`config.mk`:
```
export PLATFORM = sky130hd
export DESIGN_NAME = onehot_reduce_ctrl
export DESIGN_NICKNAME = d
export VERILOG_FILES = /design/src/rtl/onehot_reduce_ctrl.sv
export SDC_FILE = /design/constraint.sdc
export NUM_CORES = 1
export LEC_CHECK = 0
export CAP_MARGIN = 0
export CELL_PAD_IN_SITES_DETAIL_PLACEMENT = 1
export CELL_PAD_IN_SITES_GLOBAL_PLACEMENT = 1
export CORE_MARGIN = 10
export CORE_UTILIZATION = 36
export CTS_CLUSTER_SIZE = 14
export DETAILED_ROUTE_END_ITERATION = 8
export PLACE_DENSITY_LB_ADDON = 0.1
export SYNTH_ARGS = -nofsm -noshare
export SYNTH_HDL_FRONTEND = slang
export SYNTH_SLANG_ARGS = --single-unit
```
`constraint.sdc`:
```
create_clock -name clk -period 1.9 [get_ports clk]
set_input_delay 0.19 -clock clk [delete_from_list [all_inputs] [get_ports clk]]
set_output_delay 0.19 -clock clk [all_outputs]
set_load 0.03 [all_outputs]
```
`src/rtl/onehot_reduce_ctrl.sv`:
```
// rtl/onehot_reduce_ctrl.sv - reduces a 4-bit mask to its highest set bit by repeated lowest-bit clearing
//
// Purpose:
//   On an accepted start the 4-bit data_in is captured. The FSM then clears
//   the lowest set bit one step at a time until a single bit is left, and
//   reports that bit as a one-hot result together with its binary index.
//   A zero mask is reported with an err pulse instead.
//
// Ports:
//   clk       rising-edge clock for all state
//   rst       asynchronous, active-high reset
//   start     request to reduce data_in; only sampled while ready=1
//   data_in   candidate mask, captured on an accepted start
//   ready     high only in IDLE
//   busy      high in CHECK and STEP
//   done      one-cycle pulse when result/index become valid
//   err       one-cycle pulse for a zero mask
//   result    one-hot result, held until the next accepted start
//   index     binary position of the result bit, held with result
//   iter_cnt  reduction steps performed, held with result
//
// Configuration:
//   ONEHOT_ITER_COUNT_EN  when defined the step counter is built; otherwise
//                         iter_cnt is tied to zero and no counter exists.

module onehot_reduce_ctrl (
  input  logic       clk,
  input  logic       rst,
  input  logic       start,
  input  logic [3:0] data_in,
  output logic       ready,
  output logic       busy,
  output logic       done,
  output logic       err,
  output logic [3:0] result,
  output logic [1:0] index,
  output logic [2:0] iter_cnt
);

  typedef enum logic [2:0] {
    S_IDLE  = 3'd0,
    S_CHECK = 3'd1,
    S_STEP  = 3'd2,
    S_DONE  = 3'd3,
    S_ERR   = 3'd4
  } state_t;

  state_t     state;
  logic [3:0] mask;
  logic       mask_zero;
  logic       mask_onehot;

  // m & (m-1) clears the lowest set bit; it is zero exactly when m has at
  // most one bit set.
  assign mask_zero   = (mask == 4'd0);
  assign mask_onehot = !mask_zero && ((mask & (mask - 4'd1)) == 4'd0);

  assign ready = (state == S_IDLE);

  function automatic logic [1:0] encode(input logic [3:0] m);
    logic [1:0] pos;
    pos = 2'd0;
    for (int i = 0; i < 4; i++) begin
      if (m[i]) pos = 2'(i);
    end
    return pos;
  endfunction

  always_ff @(posedge clk or posedge rst) begin
    if (rst) begin
      state  <= S_IDLE;
      mask   <= 4'd0;
      result <= 4'd0;
      index  <= 2'd0;
      busy   <= 1'b0;
      done   <= 1'b0;
      err    <= 1'b0;
    end else begin
      done <= 1'b0;
      err  <= 1'b0;
      case (state)
        S_IDLE: begin
          if (start) begin
            mask   <= data_in;
            result <= 4'd0;
            index  <= 2'd0;
            busy   <= 1'b1;
            state  <= S_CHECK;
          end
        end
        S_CHECK: begin
          if (mask_zero) begin
            busy  <= 1'b0;
            err   <= 1'b1;
            state <= S_ERR;
          end else if (mask_onehot) begin
            busy   <= 1'b0;
            done   <= 1'b1;
            result <= mask;
            index  <= encode(mask);
            state  <= S_DONE;
          end else begin
            state <= S_STEP;
          end
        end
        S_STEP: begin
          mask  <= mask & (mask - 4'd1);
          state <= S_CHECK;
        end
        // start is ignored here, so a start coinciding with the return to
        // IDLE is only taken on the following edge.
        S_DONE:  state <= S_IDLE;
        S_ERR:   state <= S_IDLE;
        default: begin
          busy  <= 1'b0;
          state <= S_IDLE;
        end
      endcase
    end
  end

`ifdef ONEHOT_ITER_COUNT_EN
  logic [2:0] iter_q;

  // At most three steps on a 4-bit mask, so the 3-bit counter never wraps.
  always_ff @(posedge clk or posedge rst) begin
    if (rst) begin
      iter_q <= 3'd0;
    end else if (state == S_IDLE && start) begin
      iter_q <= 3'd0;
    end else if (state == S_STEP) begin
      iter_q <= iter_q + 3'd1;
    end
  end

  assign iter_cnt = iter_q;
`else
  assign iter_cnt = 3'b000;
`endif

endmodule

```
==> results.txt, run 1 <==
The run finished with clean final reports. The antenna cell count came out at 0. The remaining global-route overflow came out at 0.

Each instance of the synthesized netlist takes up on average 10.0 um2. By instance count, the leading cell after synthesis is sky130_fd_sc_hd__dfrtp_1. The number of vias after detailed routing is 675. During placement, the flow inserted port buffers numbering 16. Counting I/O delays and the setup requirement, the final critical path takes 1.70 ns. In the final design database the tool counted 109 nets. In this run the tightest slew margin relative to its limit is 59.4%. Entering global routing, the biggest net connects 17 pins. The mapped cell area is 862 um2. The HPWL after detailed placement came out at 1510 um. Pin placement for this block handled 20 I/O pins. Using the TritonRoute via totals, the vias-per-cell ratio works out to 5.23. The most critical setup path has its startpoint at state[2]. Clock-pin slew was measured on the worst setup and hold paths at 0.10 ns. STA classifies the critical path startpoint as a flop. Yosys attributes the largest share of cell area to sky130_fd_sc_hd__dfrtp_1 46%, sky130_fd_sc_hd__o21ai_1 5.2%, sky130_fd_sc_hd__nor3_4 3.8%. The number of buffers inserted during clock tree synthesis is 3. The number of antenna-violating nets in the routed design came out at 0. Setup violations remaining at the end of the flow were counted as 0. Broken down by cell family, the worst path's largest delay share belongs to simple AND/OR/NAND/NOR gates. The full die area came out at 4750 um2. The number of clock sinks is 16. The initial detailed-routing violation count came out at 17. The first global-routing pass estimated 3600 um of wire. Dividing the final minimum period by the clock period gives 89.2%. For the worst setup path, the data arrival time is between 1.5 and 2 ns.

The per-cell routed wire length is around 16 um. The min-delay analysis places its worst path in the category in -> async. The initial antenna violation count is 0. The worst setup path endpoint is index[0]. The total count of max-transition violations in the final report was 0. The number of warnings issued by yosys came out at 0. The transition at the pin with the smallest max-transition slack is 0.608 ns. The setup TNS after final layout is 0 ns. The number of flops mapped to enable cells by yosys is 0.

The effective utilization at floorplan is 38.2%. The number of placement rows came out at 17. From bottom edge to top edge, the die measures 68.9 um. The clock insertion delay at the later pin of the skew report came out at 0.28 ns.

The number of hold buffers added after CTS was 0. The post-route total power came out at 0.00203 W. Clock tree synthesis selected as its root buffer the cell sky130_fd_sc_hd__clkbuf_4. The sequential-to-total area share from yosys stat is a little under half.

The DRC violations left came out at 0. The worst path buffer plus inverter count is 0. The analysis attributes to cell leakage a power of between 0.4 and 0.5 nW.

The reg2reg setup slack came out at 0.20 ns. The worst register-to-register path begins at state[2]. The maximum fanout along the worst path came out at 6. The number of gates on the worst path with buffers counted is 4. The signal on the critical path passes through or4b_1, nand2_2, a21oi_1, o211a_1.

The final RePlAce weighted congestion is 0.736. The class of the most critical setup path is reg -> reg. The proportion of layout cells with a drive suffix above 1 is 13.9%. Among all flip-flop cells after synthesis, the most frequent one is sky130_fd_sc_hd__dfrtp_1. Of the post-synthesis cell area, the dominant cell type holds 46.4%. The area growth from synthesis to layout came out at 23.5%.

The worst register-to-register path ends at index[0]. The highest cell delay on the worst timing path came out at 0.71 ns. The cell area power density is about 1900 nW/um2.

In this run the standard cell core region covers 2250 um2. The number of setup buffers added after CTS is 0. At the worst endpoint, the required time is ~2.1 ns.

Across every metal layer, demand over resource in global routing totals 9.76%. The max-capacitance violation count came out at 0. The worst hold slack across all endpoints came out at about 0.27 ns. The number of distinct standard cells referenced by the synthesized netlist came out at 35. Counting every instance in the synthesized netlist gives 86. The final worst clock skew came out at about 0.0012 ns. The number of detailed-route iterations in the first pass is 4. The flip-flop and latch count after synthesis is 16. The via count of the first global-routing pass came to 744. The worst ir drop on vdd came out at 0.000921 V.

The largest individual stage delay along the critical path comes from the cell sky130_fd_sc_hd__or4b_1. The post-synthesis cell type with the largest combined area is sky130_fd_sc_hd__dfrtp_1. The width of the chip is 68.9 um. Static timing analysis puts the maximum clock frequency at 590 MHz. TritonCTS built the clock tree. The worst reg2reg path depth came out at 4. The worst setup path is captured at a flop. The number of gates resized after CTS came out at 0. In this run the deepest clock path goes through 2 buffers.

Setup repair after global routing left no endpoint under its margin. After synthesis, the most frequently instantiated cells are 16 x sky130_fd_sc_hd__dfrtp_1, 9 x sky130_fd_sc_hd__o21ai_1, 7 x sky130_fd_sc_hd__nand2_1. The final layout contains routed wiring with a total length of about 2000 um. The number of hold violations in the final report came out at 0. In this run the number of H-tree levels came out at 1. The share of flip-flops with an asynchronous set or reset after synthesis is 100%.
[layout by cell type (no fill, tap or decap), types with 2 or more instances in the layout]
| cell | n |
|---|---|
| sky130_fd_sc_hd__dfrtp_1 | 16 |
| sky130_fd_sc_hd__clkdlybuf4s50_1 | 15 |
| sky130_fd_sc_hd__o21ai_1 | 9 |
| sky130_fd_sc_hd__nand2_1 | 7 |
| sky130_fd_sc_hd__a21oi_1 | 5 |
| sky130_fd_sc_hd__nor2_1 | 5 |
| sky130_fd_sc_hd__conb_1 | 3 |
| sky130_fd_sc_hd__clkbuf_4 | 3 |
| sky130_fd_sc_hd__a21o_1 | 2 |
| sky130_fd_sc_hd__nor3_4 | 2 |
| sky130_fd_sc_hd__nor4b_1 | 2 |
| sky130_fd_sc_hd__nand3b_1 | 2 |
| sky130_fd_sc_hd__nor3b_1 | 2 |
| sky130_fd_sc_hd__a22o_1 | 2 |
| sky130_fd_sc_hd__and2_1 | 2 |
| sky130_fd_sc_hd__nor3_1 | 2 |
| sky130_fd_sc_hd__buf_4 | 2 |
[through the flow]
step                      worst slack, ns  instances  util, %  area (um2)
after floorplan                     0.407         88        -         870
after global placement              0.110        125     45.5        1030
after detailed placement           0.0615        125     45.5        1030
after CTS                          0.0631        129     47.1        1060
after global routing                0.108        129     47.2        1060
final                               0.205        129     47.2        1060
[cells by family after synthesis]
family	synth area share, %
flops	46.4
buf+inv	6.68
other cells	0.435
compound gates	17.9
mux	2.47
xor+xnor	1.02
simple gates	25.1
[where the power goes]
group          total [W]  switching (W)  internal, W  leakage [nW]
clock network   0.000226       0.000109     0.000117        0.0210
registers       0.000703       0.000215     0.000488         0.210
logic            0.00110       0.000635     0.000463         0.240
total            0.00203       0.000959      0.00107         0.471
[metal layers]
| metal | up-vias | global-route usage, % | wire (um) |
|---|---|---|---|
| li1 | 329 | - | - |
| met3 | 2 | 3.38 | 133 |
| met5 | - | 0 | 0 |
| met2 | 15 | 14.6 | 913 |
| met1 | 329 | 12.9 | 955 |
| met4 | 0 | 2.96 | 13 |
[area by class of cell]
class	count	area, um2
inverters	1	3.75
multi-input cells	62	412
clock buffers	4	36.3
fillers	265	1190
repair buffers	18	178
flip-flops and latches	16	400
well taps	28	35.0
[registers in the layout, summed over array words and instances, names as in the netlist]
name,flops
busy,1
done,1
err,1
index,2
mask,4
result,4
state,3
[how the worst min path moves through the flow]
| stage | start | end | slack [ns] | cells past startpoint |
|---|---|---|---|---|
| after floorplan | rst | busy | 0.10 | 1 |
| final | rst | result[2] | 0.27 | 2 |
| after global placement | result[3] | result[3] | 0.51 | 2 |
| after detailed placement | result[3] | result[3] | 0.52 | 2 |
| after global routing | rst | result[2] | 0.33 | 2 |
| after CTS | rst | result[2] | 0.30 | 2 |
(Power assumes the default switching activity.)
==> run 2: changes to the inputs <==
--- a/config.mk
+++ b/config.mk
@@ -13,6 +13,7 @@
 export CTS_CLUSTER_SIZE = 14
 export DETAILED_ROUTE_END_ITERATION = 8
 export PLACE_DENSITY_LB_ADDON = 0.1
+export RECOVER_POWER = 100
 export SYNTH_ARGS = -nofsm -noshare
 export SYNTH_HDL_FRONTEND = slang
 export SYNTH_SLANG_ARGS = --single-unit
==> run 2 against run 1 <==
Against the previous run: total power down 6.3%; hold slack better by 0.14 ns; sequential power decreased by 3.1%; first-iteration DRC count is 71% higher; cell count unchanged; die area unchanged; largest cell class is now flip-flops and latches; via count rose by 0.89%; utilization fell by 1.7 points; non-clock buffer count unchanged; clock-buffer cell count is the same; critical path depth unchanged.
==> results.txt, run 2 (synthesis gave the netlist of run 1 again) <==
The run finished with clean final reports. The number of placed cells counting well taps is approximately 130. The number of top-level pins came out at 20. The HPWL after detailed placement came out at approximately 1500 um. The floorplan has 17 rows. The proportion of layout cells with a drive suffix above 1 is under 10%. Once placement finished, the instance area stood at between 1000 and 1500 um2.

The maximum fanout along the worst path is 6. Timing analysis after detailed placement gives a worst setup slack of 0.0615 ns. STA classifies the critical path endpoint as a flop. The worst-case IR drop observed on VDD is 0.000879 V.

The final number of setup-violating endpoints is 0. Derived from the worst setup path, the maximum achievable clock frequency is around 600 MHz. The per-cell routed wire length came out at 15.7 um.

The largest net degree at the start of global routing is 17. The total count of max-transition violations in the final report came out at 0. The critical path goes through or4b_1, nand2_2, a21oi_1, o211a_1. The area growth from synthesis to layout is 19.0%. The initial antenna violation count came out at 0. The finished layout holds 129 standard cells, fillers aside. The total detailed-routing wirelength is 2020 um.

The setup TNS after final layout is 0 ns. 0 antenna diodes ended up in the layout. The number of detailed-route iterations in the first pass is 4. The library cell used most frequently in the layout, excluding fill and tap cells, is sky130_fd_sc_hd__dfrtp_1. The number of H-tree branching levels came out at 1. The slowest stage of the critical path belongs to the cell sky130_fd_sc_hd__or4b_1. The layout has 275 filler cells. The worst pin sits at a relative slew slack of 59.4%. Grouping stages by cell kind, the critical path spends the most delay in simple AND/OR/NAND/NOR gates. The global-route wire length before repair came out at 3600 um.

The core footprint came out at about 2300 um2. The transition at the pin with the smallest max-transition slack is between 0.6 and 0.7 ns. The remaining global-route overflow came out at 0. The largest registers in the layout are mask: 4 flops, result: 4 flops, state: 3 flops. Counting every sink on the clock net gives 16. The final critical path takes up ~88% of the cycle.

The number of setup buffers added after CTS is 0. In the post-route analysis, the smallest setup slack over all paths is 0.222 ns. CTS placed an instance of sky130_fd_sc_hd__clkbuf_4 at the clock tree root.

The later pin in the worst-skew pair is clocked with a latency of 0.28 ns. The cell area power density is 1850 nW/um2. The class of the most critical setup path is reg -> reg.

The DRC violations left came out at 0. The via count of the first global-routing pass came out at 744. The arrival time at the worst endpoint came out at about 1.9 ns. The final critical-path required period came out at 1.68 ns. The full die area is 4750 um2. The number of buffers inserted during clock tree synthesis is 3. The highest cell delay on the worst timing path is 0.71 ns. STA classifies the critical path startpoint as a flop.

The average via count per standard cell came out at 5.28. The number of vias after detailed routing came out at slightly below 700. The final RePlAce weighted congestion is around 0.74. In the layout the commonest cells are 16 x sky130_fd_sc_hd__dfrtp_1, 10 x sky130_fd_sc_hd__dlygate4sd3_1, 7 x sky130_fd_sc_hd__o21ai_0, 7 x sky130_fd_sc_hd__nand2_1, 6 x sky130_fd_sc_hd__nor2_1. Together, buffers and inverters on the worst path number 0. The area of all placed cells without fillers is just over 1000 um2. No sink is reached through more buffers than the 2 on the longest clock path.

Measured on the finished design, the core utilization comes to 45.5%. The leakage power total is 0.471 nW. The floorplan step set the die width to ~69 um. The number of antenna-violating nets in the routed design is 0.

At the end of the flow, the number of nets in the layout was between 100 and 150. The effective utilization at floorplan is a little under two fifths. The initial detailed-routing violation count is 29. Setup repair after global routing left no endpoint under its margin. STA puts the critical path data required time at 2.08 ns. The final worst clock skew is 0.00177 ns.

The overall fraction of global-route tracks in use is 9.76%. Across the run, the number of max-cap violations was 0. In this run the worst hold path is classified as in -> async. The count of buffers from port buffering is 16. The overall die height came out at ~69 um. The register clock-pin slew on the reported worst setup and hold paths came out at ~0.1 ns. TritonCTS built the clock tree. The number of hold violations in the final report is 0.
[run 2: changes by cell type in the layout (fill, tap and decap cells not counted), sizes merged]
cell	change
buf	-1
clkbuf	+2
clkdlybuf4s50	-10
dlygate4sd3	+10
dlymetal6s2s	-1
[run 2: area by class of cell]
type                    count  area [um2]  area share (%)
clock buffers               4        36.3            3.54
multi-input cells          62         385            37.6
repair buffers             18         165            16.1
inverters                   1        3.75           0.366
flip-flops and latches     16         400            39.0
well taps                  28        35.0            3.41
[run 2: report_power, final]
| group | internal (W) | leakage [nW] | switching [W] | total [W] |
|---|---|---|---|---|
| clock network | 0.000117 | 0.0210 | 0.000108 | 0.000225 |
| logic | 0.000386 | 0.241 | 0.000606 | 0.000992 |
| registers | 0.000488 | 0.210 | 0.000194 | 0.000681 |
[run 2: path summary, 6_finish.rpt]
kind	start	endpoint	slack, ns	cells after the start
setup / recovery	state[2]	index[0]	0.22	4
hold / removal	rst	result[2]	0.41	2
setup reg to reg	state[2]	index[0]	0.22	4
hold reg to reg	result[3]	result[3]	0.53	2
max in group asynchronous	rst	index[0]	1.10	2
min in group clk	data_in[3]	mask[3]	0.46	3
[run 2: stage by stage]
stage / hold WS (ns) / power [W]
finish: 0.407 / 0.00190
global route: 0.462 / 0.00208
floorplan: 0.104 / 0.00147
CTS: 0.297 / 0.00205
detailed placement: 0.517 / 0.00182
global placement: 0.510 / 0.00180
[run 2: layer usage]
metal | GRT usage (%) | part of all wire, %
met1 | 12.9 | 48
met3 | 3.38 | 5.6
met2 | 14.6 | 46
met4 | 2.96 | 0.64
met5 | 0 | 0
[run 2: repair_timing]
item                       4_1_cts  5_1_grt
hold endpoints to repair         0        0
resized for setup                0        1
hold buffers                     0        0
setup endpoints to repair        0        1
==> run 3: changes to the inputs <==
--- a/config.mk
+++ b/config.mk
@@ -12,8 +12,10 @@
 export CORE_UTILIZATION = 36
 export CTS_CLUSTER_SIZE = 14
 export DETAILED_ROUTE_END_ITERATION = 8
+export GPL_TIMING_DRIVEN = 0
 export PLACE_DENSITY_LB_ADDON = 0.1
 export RECOVER_POWER = 100
+export REMOVE_ABC_BUFFERS = 1
 export SYNTH_ARGS = -nofsm -noshare
 export SYNTH_HDL_FRONTEND = slang
 export SYNTH_SLANG_ARGS = --single-unit
==> run 3 against run 2 <==
Against the previous run: sequential power up 3.5%; largest cell class unchanged; critical endpoint unchanged; sequential share of layout area about the same; non-clock buffer count down 2; critical path type unchanged.
==> results.txt, run 3 (synthesis gave the netlist of run 1 again) <==
The final critical-path required period came out at 1.72 ns. The routed design has 2000 um of wire. The tree is rooted in a sky130_fd_sc_hd__clkbuf_4.

The cell area power density came out at 1850 nW/um2. After filler insertion, the fill cell instance count of the layout stands at roughly 270. The clock insertion delay at the later pin of the skew report came out at 0.29 ns. Derived from the worst setup path, the maximum achievable clock frequency is ~580 MHz.

The total number of nets in the final design came out at 107. The fraction of power consumed by the clock network came out at 11.8%. The area growth from synthesis to layout is 19.2%. IR analysis of the VDD net gives a maximum drop of 0.00103 V.

The library cells used most frequently in the layout, excluding fill and tap cells, are 16 x sky130_fd_sc_hd__dfrtp_1, 10 x sky130_fd_sc_hd__dlygate4sd3_1, 7 x sky130_fd_sc_hd__o21ai_0, 7 x sky130_fd_sc_hd__nand2_1, 6 x sky130_fd_sc_hd__nor2_1. STA classifies the critical path endpoint as a flop. The first global-routing pass estimated 3260 um of wire.

Of the cells placed in the final design, the portion with a size suffix greater than 1 is 10.1%. The reg2reg setup slack came out at 0.18 ns. The transition at the pin with the smallest max-transition slack is 0.617 ns. The number of hold violations in the final report came out at 0.

The clock passes through at most 2 buffers. The number of setup buffers added after CTS is 0. The worst reg2reg path depth is 4. The total overflow left after global routing is 0.

The cell with the largest stage delay on the worst path is sky130_fd_sc_hd__or3b_1. The sequential cell fraction of total power came out at a little under two fifths. The worst max-slew margin expressed relative to the limit is 58.8%. The highest cell delay on the worst timing path is between 0.5 and 0.6 ns. Input and output buffers added on the ports amount to 16. The number of gates resized after CTS came out at 0. The initial detailed-routing violation count is 16. The fraction of power consumed by combinational cells is 51.1%. The number of placement rows came out at 17. Detailed placement ended at an HPWL of 1510 um. The core footprint came out at approximately 2300 um2. The signal on the critical path passes through or3b_1, nor3_1, o21ai_0, o211a_1. The average via count per standard cell is about 5.3.

The largest registers in the layout are mask: 4 flops, result: 4 flops, state: 3 flops. Measured along the x axis, the die boundary spans 68.9 um. The register clock-pin slew on the reported worst setup and hold paths came out at 0.09 ns.

The maximum fanout along the worst path is 8. The number of hold buffers added after CTS is 0. Before antenna repair, the detailed router went through 4 iterations. The data required time at the worst endpoint came out at 2.09 ns. The internal portion of the total power is around 0.00099 W.

The floorplan step defined a die boundary enclosing 4750 um2. The number of buffers inserted during clock tree synthesis came out at 3. The initial antenna violation count came out at 0.

The arrival time at the worst endpoint is 1.90 ns. The DRC violations left came out at 0. The effective utilization at floorplan came out at between 30% and 40%. The final number of setup-violating endpoints is 0.

The total count of max-transition violations in the final report came out at 0. The reg-to-reg critical path endpoint is index[0]. The worst register-to-register path begins at state[1]. Following the worst setup path forward leads to its endpoint at index[0]. The worst path buffer plus inverter count is 0.

0 antenna diodes ended up in the layout. For this design the total switching power over the nets is 0.000916 W. Tracing the worst setup path back leads to its startpoint at state[1].

Setup repair after global routing left no endpoint under its margin. The library cell used most frequently in the layout, excluding fill and tap cells, is sky130_fd_sc_hd__dfrtp_1. The share of the clock period used by the worst path is 90.3%. Setup total negative slack on the finished layout was measured at 0 ns. Across the run, the number of max-cap violations was 0. The TritonCTS clock tree is done. In this run the worst hold path is classified as in -> async. Global routing consumed, over all layers together, 9.01% of the routing resources. The cell family contributing the most delay on the critical path is simple AND/OR/NAND/NOR gates.

The clock arrives with roughly 0.0061 ns of skew. The number of vias after detailed routing came out at 669. During I/O placement, the number of pins put on the boundary was 20.

The per-cell routed wire length came out at 15.7 um. Routability-driven placement finished with a final weighted congestion of 0.707. The overall die height came out at between 60 and 70 um. Counting buffers and inverters, the worst setup path is 4 cells deep. The via count of the first global-routing pass came to 724. Power comes to 0.00190 W. The largest net degree at the start of global routing is 17. CTS built an H-tree with a depth of 1. The run finished with clean final reports. For this run, the share of the core covered by cells in the final layout is a little under half. Clock tree synthesis found a total of 16 sinks. The worst setup path is of the reg -> reg kind.

The leakage power total came out at 0.467 nW. The number of antenna-violating nets in the routed design came out at 0. Net switching is 48.1% of the power. The worst setup path is launched from a flop.
[run 3: cell types whose count changed in the layout (fill, tap and decap cells not counted), sizes merged]
cell    before  now
clkbuf       6    5
buf          1    0
[run 3: layer usage]
| layer | track usage, % | up-vias | part of all wire (%) |
|---|---|---|---|
| met5 | 0 | - | 0 |
| met4 | 2.96 | 0 | 0.85 |
| met3 | 4.03 | 3 | 6.8 |
| met2 | 13.8 | 16 | 47 |
| met1 | 11.0 | 322 | 46 |
| li1 | - | 328 | - |
[run 3: power by group through the flow]
| stage | sequential, W | clock, W | combinational (W) |
|---|---|---|---|
| 3_5_place_dp | 0.000719 | 0 | 0.00108 |
| 5_1_grt | 0.000731 | 0.000256 | 0.00108 |
| 6_report | 0.000705 | 0.000225 | 0.000972 |
| 3_3_place_gp | 0.000708 | 0 | 0.00107 |
| 4_1_cts | 0.000715 | 0.000238 | 0.00109 |
| 2_1_floorplan | 0.000838 | 0 | 0.000573 |
[run 3: area by class of cell]
| type | count | area (um2) | area share (%) |
|---|---|---|---|
| Sequential cell | 16 | 400 | 39.0 |
| Multi-Input combinational cell | 62 | 398 | 38.7 |
| Timing Repair Buffer | 16 | 154 | 15.0 |
| Clock buffer | 4 | 36.3 | 3.53 |
| Tap cell | 28 | 35.0 | 3.41 |
| Inverter | 1 | 3.75 | 0.365 |
[run 3: through the flow]
stage               hold WS (ns)  std cells  setup slack (ns)  instance area, um2
global route               0.456        127            0.0323                1030
detailed placement         0.523        123            0.0526                1010
CTS                        0.293        127            0.0193                1050
finish                     0.409        127             0.185                1030
global placement           0.506        123            0.0679                1010
floorplan                  0.104         79             0.382                 816
[run 3: worst register-to-register path, delay by kind of cell, from the launching register on]
family          cells  cell delay (ns)
flops               1             0.47
compound gates      2             0.26
simple gates        2             0.88
[run 3: worst min path at each step]
| stage | startpoint | endpoint | slack, ns | cells after the start |
|---|---|---|---|---|
| 5_1_grt | rst | result[3] | 0.46 | 2 |
| 3_3_place_gp | result[2] | result[2] | 0.51 | 2 |
| 6_report | rst | result[3] | 0.41 | 2 |
| 3_5_place_dp | result[3] | result[3] | 0.52 | 2 |
| 2_1_floorplan | rst | busy | 0.10 | 1 |
| 4_1_cts | rst | result[3] | 0.29 | 2 |
